$ cat config.mk
export PLATFORM = sky130hd
export DESIGN_NAME = store_buffer_flat
export DESIGN_NICKNAME = d
export VERILOG_FILES = /design/src/rtl/store_buffer_if.sv /design/src/rtl/store_buffer.sv /design/src/flat_wrapper.sv
export SDC_FILE = /design/constraint.sdc
export NUM_CORES = 1
export LEC_CHECK = 0
export CAP_MARGIN = 5
export CORE_MARGIN = 1.5
export CORE_UTILIZATION = 58
export DETAILED_ROUTE_END_ITERATION = 8
export GPL_ROUTABILITY_DRIVEN = 0
export PLACE_DENSITY_LB_ADDON = 0.2
export SLEW_MARGIN = 30
export SYNTH_ARGS = -nofsm -noshare
export SYNTH_HDL_FRONTEND = slang
export SYNTH_SLANG_ARGS = --single-unit
$ cat constraint.sdc
create_clock -name clk -period 5.8 [get_ports clk]
set_clock_uncertainty 0.15 [all_clocks]
set_input_delay 1.45 -clock clk [delete_from_list [all_inputs] [get_ports clk]]
set_output_delay 1.45 -clock clk [all_outputs]
set_load 0.01 [all_outputs]
$ cat src/rtl/store_buffer_if.sv
// Store-buffer port bundle: store request, drain hold, registered RAM write port,
// load-forwarding lookup and occupancy status. master = pipeline side, slave = buffer.
interface store_buffer_if #(
    parameter int DEPTH  = 4,
    parameter int ADDR_W = 32,
    parameter int DATA_W = 32
);
    localparam int NB    = DATA_W / 8;
    localparam int CNT_W = $clog2(DEPTH) + 1;

    logic              st_valid;
    logic              st_ready;
    logic [ADDR_W-1:0] st_addr;
    logic [DATA_W-1:0] st_data;
    logic [NB-1:0]     st_sel;
    logic              drain_hold;

    logic              ram_write_enable;
    logic [NB-1:0]     ram_write_select;
    logic [ADDR_W-1:0] ram_write_addr;
    logic [DATA_W-1:0] ram_write_data;

    logic [ADDR_W-1:0] ld_addr;
    logic [NB-1:0]     fwd_sel;
    logic [DATA_W-1:0] fwd_data;

    logic              empty;
    logic [CNT_W-1:0]  count;

    modport master (
        output st_valid, st_addr, st_data, st_sel, drain_hold, ld_addr,
        input  st_ready, ram_write_enable, ram_write_select, ram_write_addr,
               ram_write_data, fwd_sel, fwd_data, empty, count
    );

    modport slave (
        input  st_valid, st_addr, st_data, st_sel, drain_hold, ld_addr,
        output st_ready, ram_write_enable, ram_write_select, ram_write_addr,
               ram_write_data, fwd_sel, fwd_data, empty, count
    );
endinterface

$ cat src/rtl/store_buffer.sv
// Committed-store FIFO with byte-lane load forwarding; RAM write strobe one cycle after an entry drains.
// Backpressure: st_ready low while full; `STORE_BUF_MERGE_EN lets same-word stores merge into the newest entry.
module store_buffer #(
    parameter int DEPTH  = 4,
    parameter int ADDR_W = 32,
    parameter int DATA_W = 32
) (
    input  logic           clk,
    input  logic           rst,
    store_buffer_if.slave  bus
);
    localparam int NB    = DATA_W / 8;
    localparam int PTR_W = $clog2(DEPTH);
    localparam int CNT_W = PTR_W + 1;
    localparam int WA_W  = ADDR_W - 2;

    logic [WA_W-1:0]   ent_addr [DEPTH];
    logic [DATA_W-1:0] ent_data [DEPTH];
    logic [NB-1:0]     ent_sel  [DEPTH];

    logic [PTR_W-1:0]  head;
    logic [PTR_W-1:0]  tail;
    logic [PTR_W-1:0]  newest;
    logic [PTR_W-1:0]  idx;
    logic [CNT_W-1:0]  count;
    logic [WA_W-1:0]   st_word;
    logic [WA_W-1:0]   ld_word;
    logic              do_drain;
    logic              do_alloc;
    logic              do_merge;
    logic              merge_hit;

    assign st_word  = bus.st_addr[ADDR_W-1:2];
    assign ld_word  = bus.ld_addr[ADDR_W-1:2];
    assign newest   = tail - PTR_W'(1);
    assign do_drain = (count != '0) && !bus.drain_hold;

`ifdef STORE_BUF_MERGE_EN
    // The newest entry is draining this edge only when it is also the oldest one.
    assign merge_hit = (count != '0) && (ent_addr[newest] == st_word)
                       && !(do_drain && (count == CNT_W'(1)));
`else
    assign merge_hit = 1'b0;
`endif

    assign bus.st_ready = (count != CNT_W'(DEPTH)) || merge_hit;
    assign do_merge     = bus.st_valid && merge_hit;
    assign do_alloc     = bus.st_valid && bus.st_ready && !merge_hit;
    assign bus.empty    = (count == '0);
    assign bus.count    = count;

    always_ff @(posedge clk or posedge rst) begin
        if (rst) begin
            head                 <= '0;
            tail                 <= '0;
            count                <= '0;
            bus.ram_write_enable <= 1'b0;
            bus.ram_write_select <= '0;
            bus.ram_write_addr   <= '0;
            bus.ram_write_data   <= '0;
        end else begin
            if (do_alloc) tail <= tail + PTR_W'(1);
            if (do_drain) head <= head + PTR_W'(1);
            count                <= count + CNT_W'(do_alloc) - CNT_W'(do_drain);
            bus.ram_write_enable <= do_drain;
            if (do_drain) begin
                bus.ram_write_select <= ent_sel[head];
                bus.ram_write_addr   <= {ent_addr[head], 2'b00};
                bus.ram_write_data   <= ent_data[head];
            end
        end
    end

    // Entry storage needs no reset: validity is defined purely by head/count.
    always_ff @(posedge clk) begin
        if (do_alloc) begin
            ent_addr[tail] <= st_word;
            ent_data[tail] <= bus.st_data;
            ent_sel[tail]  <= bus.st_sel;
        end else if (do_merge) begin
            for (int b = 0; b < NB; b++) begin
                if (bus.st_sel[b]) ent_data[newest][8*b +: 8] <= bus.st_data[8*b +: 8];
            end
            ent_sel[newest] <= ent_sel[newest] | bus.st_sel;
        end
    end

    // Walk oldest to newest so that a younger matching store overrides older lanes.
    always_comb begin
        bus.fwd_sel  = '0;
        bus.fwd_data = '0;
        idx          = '0;
        for (int k = 0; k < DEPTH; k++) begin
            idx = head + PTR_W'(k);
            if ((CNT_W'(k) < count) && (ent_addr[idx] == ld_word)) begin
                for (int b = 0; b < NB; b++) begin
                    if (ent_sel[idx][b]) begin
                        bus.fwd_sel[b]          = 1'b1;
                        bus.fwd_data[8*b +: 8]  = ent_data[idx][8*b +: 8];
                    end
                end
            end
        end
    end
endmodule

$ cat src/flat_wrapper.sv
// flat-port wrapper written by rule: the top's interface ports become plain ports
module store_buffer_flat 
#(
    parameter int DEPTH  = 4,
    parameter int ADDR_W = 32,
    parameter int DATA_W = 32
)
  (clk, rst, bus_st_valid, bus_st_addr, bus_st_data, bus_st_sel, bus_drain_hold, bus_ld_addr, bus_st_ready, bus_ram_write_enable, bus_ram_write_select, bus_ram_write_addr, bus_ram_write_data, bus_fwd_sel, bus_fwd_data, bus_empty, bus_count);
  store_buffer_if #(.DEPTH(DEPTH), .ADDR_W(ADDR_W), .DATA_W(DATA_W)) bus_i ();
  input  logic clk;
  input  logic rst;
  input wire logic [$bits(bus_i.st_valid)-1:0] bus_st_valid;
  input wire logic [$bits(bus_i.st_addr)-1:0] bus_st_addr;
  input wire logic [$bits(bus_i.st_data)-1:0] bus_st_data;
  input wire logic [$bits(bus_i.st_sel)-1:0] bus_st_sel;
  input wire logic [$bits(bus_i.drain_hold)-1:0] bus_drain_hold;
  input wire logic [$bits(bus_i.ld_addr)-1:0] bus_ld_addr;
  output wire logic [$bits(bus_i.st_ready)-1:0] bus_st_ready;
  output wire logic [$bits(bus_i.ram_write_enable)-1:0] bus_ram_write_enable;
  output wire logic [$bits(bus_i.ram_write_select)-1:0] bus_ram_write_select;
  output wire logic [$bits(bus_i.ram_write_addr)-1:0] bus_ram_write_addr;
  output wire logic [$bits(bus_i.ram_write_data)-1:0] bus_ram_write_data;
  output wire logic [$bits(bus_i.fwd_sel)-1:0] bus_fwd_sel;
  output wire logic [$bits(bus_i.fwd_data)-1:0] bus_fwd_data;
  output wire logic [$bits(bus_i.empty)-1:0] bus_empty;
  output wire logic [$bits(bus_i.count)-1:0] bus_count;
  assign bus_i.st_valid = bus_st_valid;
  assign bus_i.st_addr = bus_st_addr;
  assign bus_i.st_data = bus_st_data;
  assign bus_i.st_sel = bus_st_sel;
  assign bus_i.drain_hold = bus_drain_hold;
  assign bus_i.ld_addr = bus_ld_addr;
  assign bus_st_ready = bus_i.st_ready;
  assign bus_ram_write_enable = bus_i.ram_write_enable;
  assign bus_ram_write_select = bus_i.ram_write_select;
  assign bus_ram_write_addr = bus_i.ram_write_addr;
  assign bus_ram_write_data = bus_i.ram_write_data;
  assign bus_fwd_sel = bus_i.fwd_sel;
  assign bus_fwd_data = bus_i.fwd_data;
  assign bus_empty = bus_i.empty;
  assign bus_count = bus_i.count;
  store_buffer #(.DEPTH(DEPTH), .ADDR_W(ADDR_W), .DATA_W(DATA_W)) u_core (.clk(clk), .rst(rst), .bus(bus_i));
endmodule
# Word level (Yosys, flattened, before mapping)
# Memories as Yosys holds them, arrays and structs flattened.
# Cells that the tools add are included.
# W data, S select, Z words.
# totals
ff_bits	74
mem_bits_rw	264
input_bits	104
wordCells	76
mem_count	3
# classes
addsub	6
order_cmp	4
eq_ne	5
n_mux	42
n_reduce_logical	9
# mem_list
memory	depth	word_bits	read_ports	rd_clocked_by_memory_dff	wr	line_no	rtl
u_core.ent_data	4	32	4	0	1	store_buffer.sv:18	logic [DATA_W-1:0] ent_data [DEPTH];
u_core.ent_addr	4	30	4	0	1	store_buffer.sv:17	logic [WA_W-1:0] ent_addr [DEPTH];
u_core.ent_sel	4	4	4	0	1	store_buffer.sv:19	logic [NB-1:0] ent_sel [DEPTH];
# op_table
op	count
$mux W32	4
$mux W8	16
$eq A30 B30 Y1	4
$mux W1	18
$mux W4	4
$logic_and A1 B1 Y1	6
$lt A1 B3 Y1 const A	2
$lt A2 B3 Y1 const A	2
$add A2 B1 Y2 const B	2
$add A2 B2 Y2 const B	2
$add A3 B1 Y3	1
$logic_not A3 Y1	1
$ne A3 B3 Y1 const B	1
$reduce_bool A3 Y1	1
$sub A3 B1 Y3	1
$logic_not A1 Y1	1

# Depth between registers and ports, before layout
# Gate-level depths: netlist (run 1).
# An unclocked memory read counts as a cell.
# logic_depth
ltp_word	10
mapped_depth	17
mapped_depth_nobuf	9

# Worst setup path before layout (run 1)
# Ideal clock, no wire load.
# synth_path
path_kind	input to output
startpoint	in bus_ld_addr[5]
endpoint	out bus_fwd_data[24]
arrival_ps	3972
path_slack_ps	228
cell_stages	11
path_buffers	3
cell_sequence	buf_1 > inv_1 > xnor2_1 > mux2i_1 > or4_1 > or4_1 > clkbuf_1 > o211ai_2 > clkbuf_1 > o221ai_1 > a21oi_1
# synth_between
elab_chain_cells	9
elab_cells_between_ends	15
cone_classes	4 x eq/ne; 7 x mux; 4 x reduce/logical
# synth_lines
item	line_no	rtl
from (decl)	flat_wrapper.sv:17	input wire logic [$bits(bus_i.ld_addr)-1:0] bus_ld_addr;
$eq A30 B30 Y1	store_buffer.sv:95	if ((CNT_W'(k) < count) && (ent_addr[idx] == ld_word)) begin
$logic_and A1 B1 Y1	store_buffer.sv:95	
$mux W32	store_buffer.sv:95	
$mux W8	store_buffer.sv:97	if (ent_sel[idx][b]) begin
$mux W32	store_buffer.sv:95	
$mux W8	store_buffer.sv:97	
$mux W32	store_buffer.sv:95	
$mux W8	store_buffer.sv:97	
$mux W32 (*)	store_buffer.sv:95	
to (decl)	flat_wrapper.sv:24	output wire logic [$bits(bus_i.fwd_data)-1:0] bus_fwd_data;
# Mark *: on every way between the ends. The rest lies on a longest branch, timed or not.

# Final worst setup path (run 1)
# layout_path
startpoint	in bus_ld_addr[13]
endpoint	out bus_fwd_data[29]
# The elaborated chain is that of the path after synthesis.

==> results of run 1 <==
==> metal layers <==
| metal | up-vias | wire [um] | part of all wire [%] |
|---|---|---|---|
| met1 | 8222 | 24920 | 39 |
| met5 | - | 13 | 0.020 |
| met2 | 1086 | 29310 | 46 |
| met4 | 2 | 2241 | 3.5 |
| met3 | 181 | 7371 | 12 |
| li1 | 7189 | - | - |
==> sequential cells by signal, indices dropped and copies added, names as in the netlist <==
| name | flops |
|---|---|
| u_core.ent_data | 128 |
| u_core.ent_addr | 120 |
| u_core.bus.ram_write_data | 32 |
| u_core.bus.ram_write_addr | 30 |
| u_core.ent_sel | 16 |
| u_core.bus.ram_write_select | 4 |
| u_core.bus.count | 3 |
| u_core.head | 2 |
| u_core.tail | 2 |
| u_core.bus.ram_write_enable | 1 |
==> power by group <==
part	switching, mW	internal [mW]
Combinational	4.03	3.32
Clock	0.987	1.50
Sequential	0.376	3.31
Total	5.40	8.13
==> stage by stage <==
stage          setup slack (ps)  area [um2]  hold WS [ps]  utilization [%]  power, mW
2_1_floorplan             227.6       20310         363.9                -      7.943
3_3_place_gp             -910.1       23810         307.4            69.10      9.877
3_5_place_dp             -858.9       23840         312.5            69.18      10.07
4_1_cts                  -27.20       25940         326.5            75.29      12.90
5_1_grt                  -27.27       26620         345.1            77.25      14.06
6_report                 -24.30       26620         318.1            77.25      13.53
==> kinds of logic (layout without fill, tap and decap cells) <==
| family | after synthesis | in the layout | share of synthesized area [%] |
|---|---|---|---|
| AND/OR/NAND/NOR | 354 | 354 | 8.905 |
| flip-flops | 338 | 338 | 48.17 |
| multiplexers | 320 | 320 | 19.87 |
| buffers and inverters | 156 | 563 | 4.536 |
| other | 1 | 3 | 0.01847 |
| adder cells (fa/ha/maj) | 9 | 9 | 0.5917 |
| AO/OA/AOI/OAI | 376 | 377 | 13.64 |
| XOR/XNOR | 99 | 99 | 4.271 |
==> worst paths after layout <==
check,end,slack (ps),depth (start not counted)
setup reg to reg,u_core.bus.ram_write_select[0]$_DFFE_PP0P_,2890,7
hold reg to reg,u_core.bus.ram_write_addr[26]$_DFFE_PP0P_,320,2
min in group asynchronous,u_core.bus.ram_write_addr[20]$_DFFE_PP0P_,1200,2
hold / removal,u_core.bus.ram_write_addr[26]$_DFFE_PP0P_,320,2
setup / recovery,bus_fwd_data[29],-20,13
max in group asynchronous,u_core.bus.ram_write_select[2]$_DFFE_PP0P_,3330,3
==> cell type report <==
class                   count  share of cell area, %
repair buffers            468                  16.06
clock inverters            17                 0.7661
multi-input cells        1161                  39.79
diodes                      1               0.009400
inverters                  25                 0.3807
clock buffers              53                  4.089
well taps                 455                  2.139
flip-flops and latches    338                  36.76
==> worst register-to-register path, stage by stage, from the launching register on <==
cell and delay [ps]:
dfrtp_4 450, buf_12 150, buf_6 500, buf_6 640
mux4_2 660, buf_4 160, nand2_1 50, nand2_1 50
==> layout by cell type, fill, tap and decap left out, types with 12 or more instances in the layout <==
cell / netlist / final
o22ai_1: 20 / 17
a21oi_2: 2 / 12
o221a_2: 17 / 14
a211oi_1: 14 / 12
edfxtp_1: 264 / 264
mux2_2: 111 / 110
nor3b_1: 14 / 12
dfrtp_1: 74 / 72
clkbuf_2: 1 / 14
buf_4: 10 / 198
a21oi_1: 65 / 52
nor2_1: 61 / 61
dlygate4sd2_1: 0 / 18
o221ai_2: 0 / 20
mux2i_1: 151 / 135
clkdlybuf4s50_1: 0 / 141
nand2_1: 157 / 156
clkbuf_16: 0 / 41
xnor2_1: 79 / 66
o21ai_0: 91 / 89
mux2i_2: 3 / 15
xnor2_2: 0 / 12
inv_1: 25 / 19
buf_2: 34 / 30
mux4_2: 49 / 51
buf_6: 14 / 37
o221ai_1: 40 / 17
nand3_1: 15 / 13
xor2_1: 20 / 15
buf_12: 5 / 19
==> repair_timing <==
item / in CTS / in global routing
setup endpoints to repair: 36 / 36
hold buffers: 0 / 0
gates resized for setup: 284 / 139
buffers inserted: 36 / 23
gates cloned: 2 / 2
pin swaps: 51 / 40
==> run summary, run 1 <==
GRT Residual Overflow: 0
Async SR Flop Fraction: 21.89%
sequential area share after synthesis: 48.17%
FF+latch area: 0.009787 mm2
Final Instance Count excl. Fillers: 2518
Synth Register Bits: 338
Finish-stage setup viols: 2
initial antenna violation count: 2
met2 Usage GRT: 53.94%
Final ANT Viol Nets: 0
Least-Margin Pin Slew: 946.4 ps
Nets: 2145
RR Startpoint: u_core.head[0]$_DFFE_PP0P_
first-pass GRT wire length: 93.97 mm
DRC: 0
area leader, netlist: edfxtp_1
share of the synthesized area in the top cell type: 39.05%
GR peak layer: met2
post-DP HPWL: 41.98 mm
met1 usage: 46.57%
Top cell by count, worst path: buf_4
critical path launch point type: input pin
largest net degree at the start of global routing: 88
H-Tree Depth: 2
Distinct cells, synth: 93
Via density: 6.624
row count: 68
Crit path max-delay family: buffers and inverters
Post-Route WL: 63.85 mm
Hold Fails Final Rpt: 0
Static Leak: 10.11 nW
vias: 16.68k
pwr dens: 508.2 mW/mm2
cell count after synthesis: 1653
worst skew pair latency: 550 ps
CP bufs+invs: 6
crit-path cells: dlygate4sd2_1 > buf_4 > and2_1 > a2111oi_1 > o211ai_1 > nor4_4 > buf_12 > buf_4 > a311o_1 > buf_4 > o221a_4 > a21oi_2 > buf_2
ys flop type: edfxtp_1
yosys warns: 0
FILL cells: 2079
drt wl/cell: 25.36 um
placed cells: 2387
Crit. End Element: output pin
Slew Limit Fails: 0
TritonCTS clock tree: yes
failing checks: negative setup slack
Required @ worst endpoint: 4200 ps
CP arrival: 4220 ps
DIE AREA: 0.03613 mm2
TritonCTS Buffers: 38
top post-synthesis cells by count: edfxtp_1, nand2_1, mux2i_1, mux2_2, o21ai_0
top-count cell post-synth: edfxtp_1
Top Ports: 214
Worst VDD drop: 0.0004977 V
total negative setup slack: -43.36 ps
critical path peak fanout: 8
Initial Utilization: 58.92%
total track usage: 34.29%
Crit. Startpoint: bus_ld_addr[13]
Max Clock Freq: 171.7 MHz
Tcrit/Tclk final: 100.4%
met3 GRT Util: 7.785%
syn avg cell area: 12.28 um2
status: finished, violations left
Worst Hold Class: flip-flop to flip-flop
Crit Path Class: input pin to output pin
max-cap check violation count: 0
Hold Path Origin: u_core.bus.ram_write_addr[26]$_DFFE_PP0P_
Crit-path slowest cell: a2111oi_1
share of cells above drive strength 1: 34.72%
Die Span X: 190.1 um
delay of the slowest critical-path stage: 400 ps
largest cells by area after synthesis: edfxtp_1, dfrtp_1, mux2i_1
Die Height: 190.1 um
clock tree buffer depth: 3
setup ws final: -24.30 ps
minimum clock period: 5824 ps
Syn Std Cell Area: 0.02030 mm2
Iter 0 DRT Violations: 2220
port buffer count: 207
drt first pass iters: 6
number of global-route vias before repair: 16.32k
number of synthesized flops with an enable pin: 264
Syn-to-layout area delta: 31.12%
CTS Sinks: 338
Slew HR: 36.91%
Core ar.: 0.03446 mm2
clock transition at the registers of the reported paths: 50 ps
multi-input logic area: 0.01059 mm2
CTS root buf: clkbuf_16
(Power assumes the default switching activity.)
==> run 2, diff against run 1 <==
- CORE_UTILIZATION: 58 -> 52
- clock period: 5.8 -> 5.2 ns (I/O delays scaled with it)
==> run summary, run 2 (synthesized netlist as in run 1, its figures left out) <==
most common cell after layout, fill and taps aside: buf_4
number of global-route vias before repair: 16.61k (+1.8%)
Top Ports: 214 (unchanged)
H-Tree Depth: 2 (unchanged)
Reg with most FFs: u_core.ent_data
drt first pass iters: 7 (+1)
minimum clock period: 5681 ps
TritonCTS Buffers: 38 (unchanged)
critical path peak fanout: 8 (unchanged)
clock tree buffer depth: 3 (unchanged)
Worst Hold Class: flip-flop to flip-flop
Post-Route WL: 65.47 mm (+2.5%)
clock transition at the registers of the reported paths: 50 ps (about the same)
largest net degree at the start of global routing: 99 (+13%)
biggest regs: u_core.ent_data (128), u_core.ent_addr (120), u_core.bus.ram_write_data (32)
hold_buf cts: 0 (unchanged)
port buffer count: 207 (unchanged)
Max Clock Freq: 176.0 MHz
max-cap check violation count: 0 (unchanged)
Core ar.: 0.03856 mm2 (+12%)
DIE AREA: 0.04024 mm2 (+11%)
setup ws final: -481.0 ps (-456.7 ps)
Top cell by count, worst path: buf_6
Hold Fails Final Rpt: 0 (unchanged)
drt wl/cell: 24.56 um (-3.2%)
CP arrival: 4230 ps (about the same)
Crit Path Class: input pin to output pin
pwr dens: 570.2 mW/mm2 (+12%)
DRC: 0 (unchanged)
Syn-to-layout area delta: 35.15%
Die Span X: 200.6 um (+5.5%)
Largest register FFs: 128 (unchanged)
fin area: 0.02744 mm2 (+3.1%)
status: finished, violations left
Crit. End Element: output pin
RR Startpoint: u_core.head[0]$_DFFE_PP0P_
Initial Utilization: 52.65% (-6.3 points)
Die Height: 200.6 um (+5.5%)
delay of the slowest critical-path stage: 510 ps (+110 ps)
CTS Sinks: 338 (unchanged)
Power Total: 15.65 mW (+16%)
Crit. Startpoint: bus_ld_addr[15]
RSZ-0062 raised after global routing: true
Iter 0 DRT Violations: 1778 (-20%)
Static Leak: 10.59 nW (+4.8%)
TritonCTS clock tree: yes
failing checks: negative setup slack
CTS root buf: clkbuf_16
GRT Residual Overflow: 0 (unchanged)
most frequent cells in the layout: buf_4, edfxtp_1, nand2_1, clkdlybuf4s50_1, mux2i_1
crit-path cells: clkdlybuf4s15_2 > xnor2_2 > o32ai_2 > o2111ai_2 > buf_4 > or4_4 > buf_6 > o2111ai_4 > buf_6 > buf_12 > o221ai_1 > a32oi_1 > buf_2
first-pass GRT wire length: 98.57 mm (+4.9%)
post-DP HPWL: 44.30 mm (+5.5%)
Via density: 6.289 (-5.1%)
Finish-stage setup viols: 36 (+34)
critical path launch point type: input pin
initial antenna violation count: 6 (+4)
Slew HR: 43.78% (+6.9 points)
worst skew pair latency: 570 ps (+20 ps)
Tcrit/Tclk final: 109.3%
Crit-path slowest cell: or4_4
Final ANT Viol Nets: 0 (unchanged)
Least-Margin Pin Slew: 843.2 ps (-103.2 ps)
total negative setup slack: -13450 ps (-13400 ps)
Worst VDD drop: 0.0005644 V (+13%)
Nets: 2228 (+3.9%)
Hold Path Origin: u_core.bus.ram_write_addr[12]$_DFFE_PP0P_
row count: 72 (+5.9%)
total track usage: 31.91% (-2.4 points)
share of cells above drive strength 1: 35.85% (+1.1 points)
vias: 16.77k (+0.52%)
reg2reg path depth: 6 (-1)
Required @ worst endpoint: 3750 ps (-450 ps)
Placed Area: 0.02458 mm2 (+3.1%)
worst hold path stage count: 2 (unchanged)
Slew Limit Fails: 0 (unchanged)
==> run 2: cell type report <==
class                   instances  area (um2)
inverters                      25       103.9
repair buffers                551        5152
clock buffers                  53        1101
clock inverters                17       212.7
fillers                      2722       11120
diodes                          3       7.507
flip-flops and latches        338        9787
well taps                     518       648.1
multi-input cells            1161       10430
==> run 2: critical path: cells and delay by family <==
| kind | cells | cell delay [ps] |
|---|---|---|
| compound gates | 5 | 1140 |
| buf+inv | 6 | 1080 |
| simple gates | 1 | 510 |
| xor+xnor | 1 | 200 |
==> run 2: final timing paths <==
kind / to / slack, ps
min reg2reg: u_core.bus.ram_write_addr[12]$_DFFE_PP0P_ / 320
max reg2reg: u_core.bus.ram_write_data[27]$_DFFE_PP0P_ / 2090
min: u_core.bus.ram_write_addr[12]$_DFFE_PP0P_ / 320
min in group asynchronous: u_core.bus.ram_write_addr[11]$_DFFE_PP0P_ / 980
max: bus_fwd_data[4] / -480
max in group asynchronous: u_core.bus.ram_write_data[3]$_DFFE_PP0P_ / 3200
==> run 2: power breakdown <==
part           leakage [nW]  total, mW  switching, mW  internal [mW]
clock network         0.641       2.83           1.13           1.69
logic                  6.64       8.72           4.56           4.17
registers              3.31       4.10          0.408           3.69
==> run 2: stage by stage <==
stage	utilization (%)	worst slack (ps)	hold slack, ps	instances
after global placement	63.75	-1179	309.8	2529
after detailed placement	63.76	-1153	313.4	2529
final	71.16	-481.0	321.1	2666
after CTS	69.66	-409.4	327.0	2644
after global routing	71.14	-613.9	335.5	2663
after floorplan	-	11.68	363.9	1654
==> run 2: layer usage <==
| metal | wire length, um | GRT usage [%] |
|---|---|---|
| met2 | 29990 | 50.07 |
| met5 | 27 | 0 |
| met1 | 26510 | 43.70 |
| met3 | 6252 | 6.932 |
| met4 | 2690 | 12.00 |
==> run 2: timing repair <==
action / 4_1_cts / 5_1_grt
setup endpoints to repair: 36 / 36
hold endpoints to repair: 0 / 0
pin swaps: 51 / 29
gates resized for setup: 294 / 74
cloned: 7 / 3
setup buffers: 39 / 16
